### config.mk
export PLATFORM = sky130hd
export DESIGN_NAME = pe_mac_cfg
export DESIGN_NICKNAME = d
export VERILOG_FILES = /design/src/rtl/pe_mac_cfg.sv
export SDC_FILE = /design/constraint.sdc
export NUM_CORES = 1
export LEC_CHECK = 0
export ABC_CLOCK_PERIOD_IN_PS = 7550
export CORE_MARGIN = 4
export CORE_UTILIZATION = 50
export CTS_BUF_LIST = sky130_fd_sc_hd__clkbuf_4
export DETAILED_ROUTE_END_ITERATION = 7
export PLACE_DENSITY = 0.71
export RECOVER_POWER = 25
export SETUP_SLACK_MARGIN = 0.3
export SLEW_MARGIN = 20
export SYNTH_ARGS = -nofsm -noshare
export SYNTH_HDL_FRONTEND = slang
export SYNTH_SLANG_ARGS = --single-unit
### constraint.sdc
create_clock -name clk -period 7.55 [get_ports clk]
set_input_delay 1.51 -clock clk [delete_from_list [all_inputs] [get_ports clk]]
set_output_delay 1.51 -clock clk [all_outputs]
set_load 0.01 [all_outputs]
### src/rtl/pe_mac_cfg.sv
// pe_mac_cfg: systolic multiply-accumulate processing element with
// configurable signedness, accumulator width and saturation.
module pe_mac_cfg #(
    parameter int AW   = 8,
    parameter int BW   = 8,
    parameter int ACCW = 32,
    parameter int SAT  = 0
) (
    input  logic            clk,
    input  logic            rst_n,
    input  logic            ce,
    input  logic [AW-1:0]   a_in,
    input  logic [BW-1:0]   b_in,
    input  logic            vld_in,
    input  logic            first_in,
    input  logic            last_in,
    input  logic            sgn_mode,
    output logic [AW-1:0]   a_out,
    output logic [BW-1:0]   b_out,
    output logic            vld_out,
    output logic            first_out,
    output logic            last_out,
    output logic            sgn_out,
    output logic [ACCW-1:0] res_out,
    output logic            res_vld,
    output logic            res_ovf
);
    localparam int PW = AW + BW + 1;

    if (ACCW < PW) begin : g_accw_check
        $error("pe_mac_cfg: ACCW must be at least AW+BW+1");
    end

    logic signed [PW-1:0] ax, bx, prod, p2;
    logic                 v2, f2, l2, s2;
    logic [ACCW-1:0]      acc, sat_val, acc_nxt;
    logic                 ovf, act, ovf_now, ovf_nxt, take;
    logic signed [ACCW:0] pe, base, sum;

    // Operand extension, one-bit-headroom accumulate and overflow/clamp selection.
    // Products always fit in PW bits, so multiplying PW-wide extended operands
    // and keeping the low PW bits yields the exact product.
    always_comb begin
        ax      = {{(PW-AW){sgn_out & a_out[AW-1]}}, a_out};
        bx      = {{(PW-BW){sgn_out & b_out[BW-1]}}, b_out};
        prod    = ax * bx;
        pe      = {{(ACCW+1-PW){p2[PW-1]}}, p2};
        base    = f2 ? '0 : (s2 ? {acc[ACCW-1], acc} : {1'b0, acc});
        sum     = base + pe;
        ovf_now = s2 ? (sum[ACCW] ^ sum[ACCW-1]) : sum[ACCW];
        sat_val = s2 ? {sum[ACCW], {(ACCW-1){~sum[ACCW]}}} : '1;
        acc_nxt = (ovf_now && SAT != 0) ? sat_val : sum[ACCW-1:0];
        ovf_nxt = (ovf & ~f2) | ovf_now;
        take    = v2 & (f2 | act);
    end

    // Stage 1: systolic pass-through registers; flags only count on valid beats.
    always_ff @(posedge clk or negedge rst_n) begin
        if (!rst_n) begin
            a_out     <= '0;
            b_out     <= '0;
            vld_out   <= 1'b0;
            first_out <= 1'b0;
            last_out  <= 1'b0;
            sgn_out   <= 1'b0;
        end else if (ce) begin
            a_out     <= a_in;
            b_out     <= b_in;
            vld_out   <= vld_in;
            first_out <= first_in & vld_in;
            last_out  <= last_in & vld_in;
            sgn_out   <= sgn_mode;
        end
    end

    // Stage 2: registered product with its beat tags.
    always_ff @(posedge clk or negedge rst_n) begin
        if (!rst_n) begin
            p2 <= '0;
            v2 <= 1'b0;
            f2 <= 1'b0;
            l2 <= 1'b0;
            s2 <= 1'b0;
        end else if (ce) begin
            p2 <= prod;
            v2 <= vld_out;
            f2 <= first_out;
            l2 <= last_out;
            s2 <= sgn_out;
        end
    end

    // Stage 3: accumulate while a sequence is open; beats outside a sequence
    // (e.g. the tail of one cut by reset) are dropped until the next first beat.
    always_ff @(posedge clk or negedge rst_n) begin
        if (!rst_n) begin
            acc     <= '0;
            ovf     <= 1'b0;
            act     <= 1'b0;
            res_out <= '0;
            res_vld <= 1'b0;
            res_ovf <= 1'b0;
        end else if (ce) begin
            res_vld <= take & l2;
            if (take) begin
                acc <= acc_nxt;
                ovf <= ovf_nxt;
                act <= ~l2;
            end
            if (take & l2) begin
                res_out <= acc_nxt;
                res_ovf <= ovf_nxt;
            end
        end
    end
endmodule

; ---- Word level (Yosys, flattened, before mapping)
; Index checks and enable logic that the tools add are counted.
[op_classes]
mul = 1
n_mux = 3
add_sub_neg = 1
n_bitwise = 12
n_reduce_logical = 2
[op_table]
columns = operator, count
row1 = 33-bit 2-to-1 mux, 2
row2 = 33-bit by 17-bit adder with 33-bit output, 1
row3 = 9-bit by 9-bit multiplier with 17-bit output, 1
row4 = 1-bit bitwise AND, 7
row5 = 2-bit AND reduction, 2
row6 = 1-bit inverter, 2
row7 = 1-bit bitwise OR, 2
row8 = 1-bit 2-to-1 mux, 1
row9 = 1-bit bitwise XOR, 1
[word_totals]
out_inout_bits = 54
word_cells = 36
reg_bits = 109

; ---- Depth between registers and ports, before layout
; Gate-level depths: netlist (run 1).
[logic_depth]
depth_word = 6
ltp_mapped = 22
depth_no_buf = 21

; ---- Worst setup path after synthesis (run 1)
; OpenSTA, ideal clock, no wires.
[synth_path]
kind = reg2reg
startpoint = register sgn_out
endpoint = register p2[13]
t_arrival_ns = 5.334
path_buffers = 1
setup_time_ns = 0.125
slack_ns = 2.091
required_ns = 7.425
path_stages_with_launch = 21
path_cell_list = dfrtp_1 clkbuf_1 nand2_1 or2_2 fa_1 fa_1 inv_1 fa_1 inv_1 fa_1 fa_1 inv_1 ha_1 o21ai_0 a21boi_1 o21ai_0 a21boi_1 o21ai_0 a21boi_0 nor2_1 mux2_2
[synth_via]
elab_chain_cells = 2
[synth_rtl]
columns = item, line_no
row1 = "start, declared", 23  ; output logic sgn_out,
row2 = "start signal, assigned", 72  ; sgn_out <= sgn_mode;
row3 = 1-bit bitwise AND (on tied branches), "44, 45"
row4 = 9-bit by 9-bit multiplier with 17-bit output *, 46  ; prod = ax * bx;
row5 = "end signal, assigned", 85  ; p2 <= prod;
row6 = "end, declared", 34  ; logic signed [PW-1:0] ax, bx, prod, p2;
; Every way passes the cells marked *; elsewhere a longest branch is shown, timed or not.
; A chain may end at the register's enable or synchronous reset.

; ---- Worst setup path after layout (run 1)
[layout_path]
startpoint = register b_out[7]
endpoint = register p2[13]
[layout_via]
elab_chain_cells = 2
[layout_rtl]
columns = item, line_no
row1 = "start, declared", 19  ; output logic [BW-1:0] b_out,
row2 = "start signal, assigned", 68  ; b_out <= b_in;
row3 = 1-bit bitwise AND, 45  ; bx = {{(PW-BW){sgn_out & b_out[BW-1]}}, b_out};
row4 = 9-bit by 9-bit multiplier with 17-bit output *, 46
; Marks and branches as above.

==> qor.yml, run 1 <==
status:
  status: "finished, violations left"
  violations: "capacitance limit, slew limit"
sta:
  clock_skew_ns: 0.0182
  worst_pin_slew_ns: 2.70
  setup_tns_ns: 0
  max_freq_mhz: 170
  fin_crit_sh: 0.777
  max_slew_margin: -0.802
  maxSlewViolCount: 166
  rsz0062_at_grt: "false"
  setup_viol_count_final: 0
  hold_viol: 0
  period_minus_slack_ns: 5.87
critical_path:
  critPathKind: "reg -> reg"
  crit_cells: 19
  worst_ep_arrival_time_ns: 6.28
  crit_path_top_delay_cell: "dfrtp_1"
  critPathMaxFanout: 13
  cpMostUsedCell: "fa_1"
  path_cells: "nand2_1 -> or2_2 -> fa_1 -> fa_1 -> inv_1 -> fa_1 -> inv_1 -> fa_1 -> fa_1 -> inv_1 -> ha_1 -> o21ai_0 -> a21boi_1 -> o21ai_0 -> a21boi_1 -> o21ai_0 -> a21boi_0 -> nor2_1 -> mux2_2"
  crit_buf_inv: 3
  max_stage_delay_ns: 0.59
  setup.worst_path.end_class: "register"
  required_ns: 7.96
  r2r_cells: 19
  worstSetupStartpointType: "register"
  crit_family: "adder cells"
drt:
  drt-vias-per-instance: 5.28
  wl_per_cell_um: 14.5
  drc_errors: 0
  drt-pass1-iter-count: 4
  postRouteAntennaNets: 0
  drt_iter0_markers: 266
  num_vias: 6478
  totalWireLength_mm: 17.8
layout:
  stdcell_count: 1227
  design_area_mm2: 0.00987
  area_growth_pct: 12.1
  fin_nets: 1154
  drive_gt1_frac: 0.0669
  fillCellCount: 1570
yosys:
  syn_inst: 944
  async_reset_ff_frac: 1.00
  yosys_most_used_dff: "dfrtp_1"
  syn_area_per_cell_um2: 9.33
  syn-num-nets: 1102
  yosysSeqAreaShare: 0.310
  ys_ff_latch: 109
  synth.distinct_cells: 56
  synth_edf_count: 0
  synth_area_mm2: 0.00880
  ys_warn_count: 0
grt:
  antenna_found_initial: 1
  grt.total_usage: 0.194
  grt_max_degree: 71
  grt_pass1_wl_mm: 32.1
  gr-total-overflow: 0
  grt_pass1_vias: 6777
power_and_ir_drop:
  peakVddDrop_mv: 0.229
  power.density_mw_per_mm2: 455
  swShare: 0.469
  clockPowerShare: 0.068
  power.leakage_nw: 4.70
  p_switching_mw: 2.11
  p_int_mw: 2.38
  combPwrFrac: 0.714
  p_seq_frac: 0.218
placement:
  gp_congestion: 0.846
  place_area_mm2: 0.00973
  port_buffers: 76
  dp_hpwl_mm: 13.4
  placed_cells: 1210
cts:
  cts_setup_buffers: 0
  cts_root_buffer: "clkbuf_4"
  cts.repair.resized: 0
  clk_latency_ns: 0.50
  cts_hold_buf: 0
  cts_tree: "done"
  h-tree-depth: 3
  clkTransAtPathRegs_ns: 0.19
  clock-sinks: 109
  clk_path_buf_depth: 2
  cts_inserted_buffers: 9
floorplanning:
  core-area_mm2: 0.0173
  ios: 77
  fp.dieArea_mm2: 0.0198
  fp.dieH_um: 141
  rows: 48
  dieWidth_um: 141
  initial_core_util: 0.509
min_path:
  hold_depth: 2
  hold_path_class: "reg -> reg"
flow_run:
  cap_violations: 3
-- cell type report --
| cell class | count | area, µm² | area share |
|---|---|---|---|
| Clock buffer | 9 | 67.6 | 0.00684 |
| Clock inverter | 7 | 78.8 | 0.00798 |
| Multi-Input combinational cell | 689 | 5530 | 0.560 |
| Antenna cell | 1 | 2.50 | 0.000253 |
| Inverter | 105 | 394 | 0.0399 |
| Timing Repair Buffer | 82 | 788 | 0.0798 |
| Tap cell | 225 | 282 | 0.0285 |
| Sequential cell | 109 | 2730 | 0.276 |
-- path summary, 6_finish.rpt --
| kind | start | endpoint | slack (ns) |
|---|---|---|---|
| max | b_out[7]$_DFFE_PN0P_ | p2[13]$_DFFE_PN0P_ | 1.68 |
| min | acc[0]$_DFFE_PN0P_ | acc[0]$_DFFE_PN0P_ | 0.49 |
| max reg2reg | b_out[7]$_DFFE_PN0P_ | p2[13]$_DFFE_PN0P_ | 1.68 |
| min reg2reg | acc[0]$_DFFE_PN0P_ | acc[0]$_DFFE_PN0P_ | 0.49 |
| max in group asynchronous | rst_n | a_out[0]$_DFFE_PN0P_ | 3.36 |
| min in group asynchronous | rst_n | res_out[22]$_DFFE_PN0P_ | 1.56 |
-- tightest hold or removal path, stage by stage (launching register included) --
cell and delay, ns:
dfrtp_1 0.38, nand2_1 0.05, nand2_1 0.05
-- power groups by stage --
stage | clock network, mW | registers [mW] | logic [mW]
floorplan | 0 | 0.978 | 2.43
global placement | 0 | 0.991 | 3.16
detailed placement | 0 | 0.994 | 3.21
CTS | 0.326 | 0.984 | 3.24
global route | 0.346 | 1.01 | 3.68
finish | 0.307 | 0.979 | 3.21
-- stage by stage --
stage	hold WS (ns)	total power, mW	setup WS [ns]	utilization
after floorplan	0.438	3.40	2.09	-
after global placement	0.451	4.15	1.85	0.563
after detailed placement	0.457	4.20	1.70	0.563
after CTS	0.499	4.55	1.69	0.571
after global routing	0.525	5.04	1.20	0.571
final	0.491	4.49	1.68	0.571
-- layout by cell type, fill, tap and decap left out, types with 3 or more instances in the layout --
cell type,n
o2111ai_1,3
nor2_1,34
a21o_1,15
nand2b_1,11
o21bai_1,4
nor3b_1,6
nor2b_1,34
clkbuf_4,9
and2_1,30
a31oi_1,3
or3_1,3
and3_1,8
nand3b_1,3
o211ai_1,8
o31ai_1,3
ha_1,67
inv_1,105
fa_1,68
a21boi_1,3
nor3_1,4
o21ai_0,79
o21ai_1,7
a211o_1,3
mux2_2,35
dfrtp_1,109
clkdlybuf4s50_1,74
mux2i_1,3
a211oi_1,5
nand3_1,15
a21oi_1,31
buf_4,4
nand2_1,131
xnor2_1,26
xor2_1,17
-- metal layers --
layer  track usage  vias to the layer above  wire (µm)
met4        0.0648                        0        407
li1              -                     3216          -
met3        0.0251                       32        498
met2         0.320                      107       8560
met5             0                        -          0
met1         0.266                     3123       8320
-- kinds of logic (layout without fill, tap and decap cells) --
logic type	count (synthesis)	count (layout)	share of synthesized area
and+or+nand+nor	292	292	0.161
AOI/OAI and AO/OA	181	181	0.126
buffers and inverters	146	203	0.0622
adders and majority gates	135	135	0.250
DFF	109	109	0.310
xor gates and xnor gates	43	43	0.0428
muxes	38	38	0.0482
other	0	1	0
-- state kept, by name, indices dropped and copies added, names as in the netlist --
register / flops
v2: 1
res_vld: 1
last_out: 1
a_out: 8
acc: 32
ovf: 1
res_ovf: 1
vld_out: 1
res_out: 32
first_out: 1
p2: 17
f2: 1
b_out: 8
act: 1
l2: 1
sgn_out: 1
s2: 1
-- cell usage after synthesis, types with 11 or more instances --
master,count,area [µm²]
ha_1,67,838
mux2_2,35,394
o21ai_0,79,395
dfrtp_1,109,2730
fa_1,68,1360
nand2_1,132,495
xor2_1,17,149
and2_1,30,188
nor2b_1,34,213
a21o_1,15,113
nand3_1,15,75.1
clkbuf_1,40,150
xnor2_1,26,228
a21oi_1,31,155
inv_1,105,394
nor2_1,34,128
nand2b_1,11,68.8
Power figures use the tool's default switching activity.
==> run 2, diff against run 1 <==
ABC_CLOCK_PERIOD_IN_PS = 5100   (was 7550)
PLACE_DENSITY = 0.73   (was 0.71)
clock period = 5.1 ns   (was 7.55 ns; I/O delays follow)
==> qor.yml, run 2 (synthesis results as in run 1) <==
placement:
  gp_congestion: 0.853
  dp_hpwl_mm: 13.9
  port_buffers: 76
  placed_cells: 1225
layout:
  fin_nets: 1199
  stdcell_count: 1271
  top_regs: "acc (32), res_out (32), p2 (17)"
  area_growth_pct: 17.7
  final_cell_mix: "127 x nand2_1, 103 x inv_1, 98 x dfrtp_1, 76 x o21ai_0, 74 x clkdlybuf4s50_1"
  num_antenna_cells: 0
  fillCellCount: 1514
  drive_gt1_frac: 0.144
  final_common_cell: "nand2_1"
drt:
  postRouteAntennaNets: 0
  drt_iter0_markers: 365
  totalWireLength_mm: 18.6
  num_vias: 6693
  drt-pass1-iter-count: 4
  drc_errors: 0
  drt-vias-per-instance: 5.27
  wl_per_cell_um: 14.6
grt:
  antenna_found_initial: 0
  gr-total-overflow: 0
  grt_pass1_wl_mm: 32.8
  grt.total_usage: 0.200
  grt_pass1_vias: 6943
  grt_max_degree: 76
floorplanning:
  core-area_mm2: 0.0173
  fp.dieArea_mm2: 0.0198
  ios: 77
  initial_core_util: 0.509
  dieWidth_um: 141
  rows: 48
  fp.dieH_um: 141
power_and_ir_drop:
  finalPower_mw: 7.12
  power.leakage_nw: 4.92
  peakVddDrop_mv: 0.380
  power.density_mw_per_mm2: 687
cts:
  clock-sinks: 109
  cts_root_buffer: "clkbuf_4"
  h-tree-depth: 3
  cts_tree: "done"
  cts_hold_buf: 0
  clk_latency_ns: 0.50
  clkTransAtPathRegs_ns: 0.18
  clk_path_buf_depth: 2
  cts_inserted_buffers: 9
sta:
  setup_tns_ns: 0
  hold_viol: 0
  clock_skew_ns: 0.0214
  fin_crit_sh: 0.945
  period_minus_slack_ns: 4.82
  rsz0062_at_grt: "true"
  setup_viol_count_final: 0
  maxSlewViolCount: 76
  max_slew_margin: -0.282
  worst_pin_slew_ns: 1.92
  max_freq_mhz: 207
critical_path:
  cpMostUsedCell: "buf_4"
  reg2reg_setup_slack_ns: 0.28
  worst_ep_arrival_time_ns: 5.22
  critPathMaxFanout: 8
  critPathKind: "reg -> reg"
  path_cells: "buf_12 -> nand2_8 -> or2_4 -> fa_1 -> fa_1 -> inv_1 -> fa_1 -> inv_2 -> fa_1 -> fa_1 -> inv_2 -> ha_4 -> o21ai_2 -> a21boi_2 -> buf_4 -> buf_4 -> buf_4 -> buf_4 -> buf_4 -> buf_4 -> nor2_1 -> mux2_2"
  max_stage_delay_ns: 0.50
  required_ns: 5.50
  setup.worst_path.end_class: "register"
  worstSetupStartpointType: "register"
  crit_path_top_delay_cell: "fa_1"
flow_run:
  cap_violations: 1
min_path:
  hold_path_class: "reg -> reg"
status:
  violations: "capacitance limit, slew limit"
  status: "finished, violations left"
## run 2: changes by cell type in the layout (fill, tap and decap cells not counted), moves of 3 or more
cell | before | now
buf_4 | 4 | 49
a21boi_2 | 0 | 3
nand2_2 | 1 | 4
o21ai_2 | 0 | 3
fa_1 | 68 | 65
o21ai_0 | 79 | 76
ha_4 | 0 | 4
ha_1 | 67 | 62
nand2_1 | 131 | 127
dfrtp_2 | 0 | 11
dfrtp_1 | 109 | 98
fa_2 | 0 | 3
## run 2: critical path: cells and delay by family (launching register included)
| kind | cells | cell delay [ns] |
|---|---|---|
| multiplexers | 1 | 0.25 |
| flip-flops | 1 | 0.45 |
| adder cells (fa/ha/maj) | 6 | 2.62 |
| buffers and inverters | 10 | 0.81 |
| AO/OA/AOI/OAI | 2 | 0.25 |
| AND/OR/NAND/NOR | 3 | 0.32 |
## run 2: repair_timing
item / CTS / global route
endpoints found under the setup margin: 5 / 7
pin swaps: 7 / 8
gates resized for setup: 11 / 13
setup buffers: 23 / 7
## run 2: where the power goes
group | internal, mW | switching [mW]
Combinational | 2.52 | 2.74
Sequential | 1.21 | 0.224
Clock | 0.102 | 0.317
Total | 3.84 | 3.28
## run 2: path summary, 6_finish.rpt
check                                    start                  end  cells past startpoint
setup / recovery           sgn_out$_DFFE_PN0P_    p2[9]$_DFFE_PN0P_                     22
hold / removal             acc[21]$_DFFE_PN0P_  acc[21]$_DFFE_PN0P_                      2
setup reg to reg           sgn_out$_DFFE_PN0P_    p2[9]$_DFFE_PN0P_                     22
hold reg to reg            acc[21]$_DFFE_PN0P_  acc[21]$_DFFE_PN0P_                      2
max in group asynchronous                rst_n  acc[21]$_DFFE_PN0P_                      2
min in group asynchronous                rst_n  acc[22]$_DFFE_PN0P_                      1
## run 2: cell type report
class	count	area (µm²)	share of cell area
multi-input combinational	689	5670	0.547
sequential	109	2740	0.265
clock buffer	9	67.6	0.00652
inverter	105	394	0.0380
clock inverter	7	50.0	0.00483
tap	225	282	0.0272
timing repair buffer	127	1160	0.112
## run 2: routing by layer
| metal | GRT usage | up-vias | wire (µm) |
|---|---|---|---|
| li1 | - | 3320 | - |
| met1 | 0.273 | 3252 | 8690 |
| met2 | 0.334 | 94 | 8950 |
| met3 | 0.0349 | 27 | 639 |
| met4 | 0.0484 | 0 | 322 |
| met5 | 0 | - | 0 |
## run 2: through the flow
stage	util	area [µm²]	hold WS [ns]	worst slack (ns)
after floorplan	-	8920	0.438	0.311
after global placement	0.573	9910	0.451	0.198
after detailed placement	0.573	9910	0.455	0.104
after CTS	0.591	10200	0.496	0.234
after global routing	0.599	10400	0.525	0.0856
final	0.599	10400	0.493	0.278
==> run 3, diff against run 2 <==
CTS_CLUSTER_DIAMETER = 50   (was not set)
PLACE_DENSITY = 0.84   (was 0.73)
==> qor.yml, run 3 (synthesis results as in run 1) <==
sta:
  hold_slack_ns: 0.498
  setup_viol_count_final: 0
  max_freq_mhz: 200
  hold_viol: 0
  period_minus_slack_ns: 4.99
  worst_pin_slew_ns: 2.71
  max_slew_margin: -0.809
  fin_crit_sh: 0.978
  clock_skew_ns: 0.0411
  rsz0062_at_grt: "true"
  worst_slack_ns: 0.111
  maxSlewViolCount: 134
layout:
  final_common_cell: "nand2_1"
  area_growth_pct: 19.2
  top_regs: "acc (32), res_out (32), p2 (17)"
  fillCellCount: 1337
  fin_nets: 1199
  final_cell_mix: "128 x nand2_1, 101 x inv_1, 96 x dfrtp_1, 76 x o21ai_0, 74 x clkdlybuf4s50_1"
  num_antenna_cells: 0
  design_area_mm2: 0.0105
  drive_gt1_frac: 0.156
flow_run:
  cap_violations: 3
grt:
  grt_pass1_vias: 7266
  grt_max_degree: 70
  antenna_found_initial: 0
  grt_pass1_wl_mm: 34.7
  gr-total-overflow: 0
  grt.total_usage: 0.214
power_and_ir_drop:
  swShare: 0.469
  power.leakage_nw: 4.96
  power.density_mw_per_mm2: 737
  combPwrFrac: 0.749
  p_int_mw: 4.10
  p_switching_mw: 3.63
  clockPowerShare: 0.064
  peakVddDrop_mv: 0.445
  p_seq_frac: 0.187
  finalPower_mw: 7.73
placement:
  dp_hpwl_mm: 14.6
  gp_congestion: 0.933
  port_buffers: 76
  pre_cts_ws_ns: 0.0188
  place_area_mm2: 0.00991
floorplanning:
  initial_core_util: 0.509
  rows: 48
  dieWidth_um: 141
  fp.dieH_um: 141
  core-area_mm2: 0.0173
  fp.dieArea_mm2: 0.0198
  ios: 77
critical_path:
  critPathKind: "reg -> reg"
  setup.worst_path.end_class: "register"
  cp-endpoint: "p2[15]$_DFFE_PN0P_"
  r2r_cells: 20
  reg2reg_to: "p2[15]$_DFFE_PN0P_"
  reg2reg_setup_slack_ns: 0.11
  r2r_start: "b_out[2]$_DFFE_PN0P_"
  startpoint: "b_out[2]$_DFFE_PN0P_"
  worst_ep_arrival_time_ns: 5.45
  critPathMaxFanout: 6
  required_ns: 5.56
  worstSetupStartpointType: "register"
cts:
  cts_root_buffer: "clkbuf_4"
  clock-sinks: 109
  clk_path_buf_depth: 2
  clk_latency_ns: 0.54
  h-tree-depth: 3
  clkTransAtPathRegs_ns: 0.20
  cts_hold_buf: 0
  cts_inserted_buffers: 9
  cts_tree: "done"
drt:
  drc_errors: 0
  num_vias: 7035
  drt-vias-per-instance: 5.54
  drt-pass1-iter-count: 5
  totalWireLength_mm: 21.3
  postRouteAntennaNets: 0
  wl_per_cell_um: 16.7
  drt_iter0_markers: 522
status:
  status: "finished, violations left"
  violations: "capacitance limit, slew limit"
min_path:
  hold_path_class: "reg -> reg"
==> run 3: cell count changes in the layout (fill, tap and decap cells not counted), sizes merged <==
cell	delta
clkinv	+3
clkinvlp	-3
buf	-1
clkbuf	+1
==> run 3: layer usage <==
layer,up-vias,part of all wire,GRT usage
met5,-,0,0
met4,0,0.041,0.0928
met3,70,0.043,0.0309
met2,225,0.51,0.370
met1,3432,0.41,0.267
li1,3308,-,-
==> run 3: worst max-delay path, stage by stage (launching register included) <==
cell       delay [ns]
dfrtp_2          0.49
buf_6            0.12
nand2_1          0.07
fa_1             0.55
inv_1            0.05
fa_1             0.47
fa_1             0.58
inv_2            0.05
fa_1             0.46
fa_1             0.51
inv_2            0.05
ha_4             0.28
o21ai_4          0.06
a21boi_2         0.20
o21ai_2          0.12
a21boi_2         0.21
o21ai_2          0.10
a21boi_2         0.14
buf_4            0.12
o2111ai_1        0.10
nand4_1          0.19
==> run 3: metrics by stage <==
step / cells / TNS (ns) / utilization
final: 1271 / 0 / 0.607
after CTS: 1257 / 0 / 0.592
after global placement: 1225 / 0 / 0.573
after detailed placement: 1225 / 0 / 0.573
after floorplan: 944 / 0 / -
after global routing: 1271 / -0.0670 / 0.607
==> run 3: worst min-delay path by stage <==
stage	cells past startpoint	endpoint	start
after global placement	2	ovf$_DFFE_PN0P_	ovf$_DFFE_PN0P_
after floorplan	2	acc[0]$_DFFE_PN0P_	acc[0]$_DFFE_PN0P_
after detailed placement	2	acc[31]$_DFFE_PN0P_	acc[31]$_DFFE_PN0P_
after CTS	1	res_out[18]$_DFFE_PN0P_	rst_n
final	2	acc[22]$_DFFE_PN0P_	acc[22]$_DFFE_PN0P_
after global routing	2	acc[28]$_DFFE_PN0P_	acc[28]$_DFFE_PN0P_
==> run 3: what timing repair did <==
| item | 4_1_cts | 5_1_grt |
|---|---|---|
| endpoints found under the setup margin | 6 | 6 |
| cloned | 0 | 0 |
| setup buffers | 16 | 14 |
| pin swaps | 19 | 21 |
| resized for setup | 18 | 26 |
==> run 3: power groups by stage <==
| stage | combinational [mW] | sequential, mW | clock (mW) |
|---|---|---|---|
| 5_1_grt | 6.41 | 1.49 | 0.529 |
| 6_report | 5.79 | 1.45 | 0.495 |
| 3_5_place_dp | 4.92 | 1.47 | 0 |
| 4_1_cts | 5.13 | 1.44 | 0.499 |
| 3_3_place_gp | 4.74 | 1.46 | 0 |
| 2_1_floorplan | 3.70 | 1.45 | 0 |
==> run 3: cell type report <==
type / count / area [µm²] / share of cell area
clock buffers: 9 / 67.6 / 0.00644
well taps: 225 / 282 / 0.0268
inverters: 105 / 394 / 0.0376
multi-input cells: 689 / 5770 / 0.550
repair buffers: 127 / 1130 / 0.108
clock inverters: 7 / 101 / 0.00966
flip-flops and latches: 109 / 2740 / 0.262
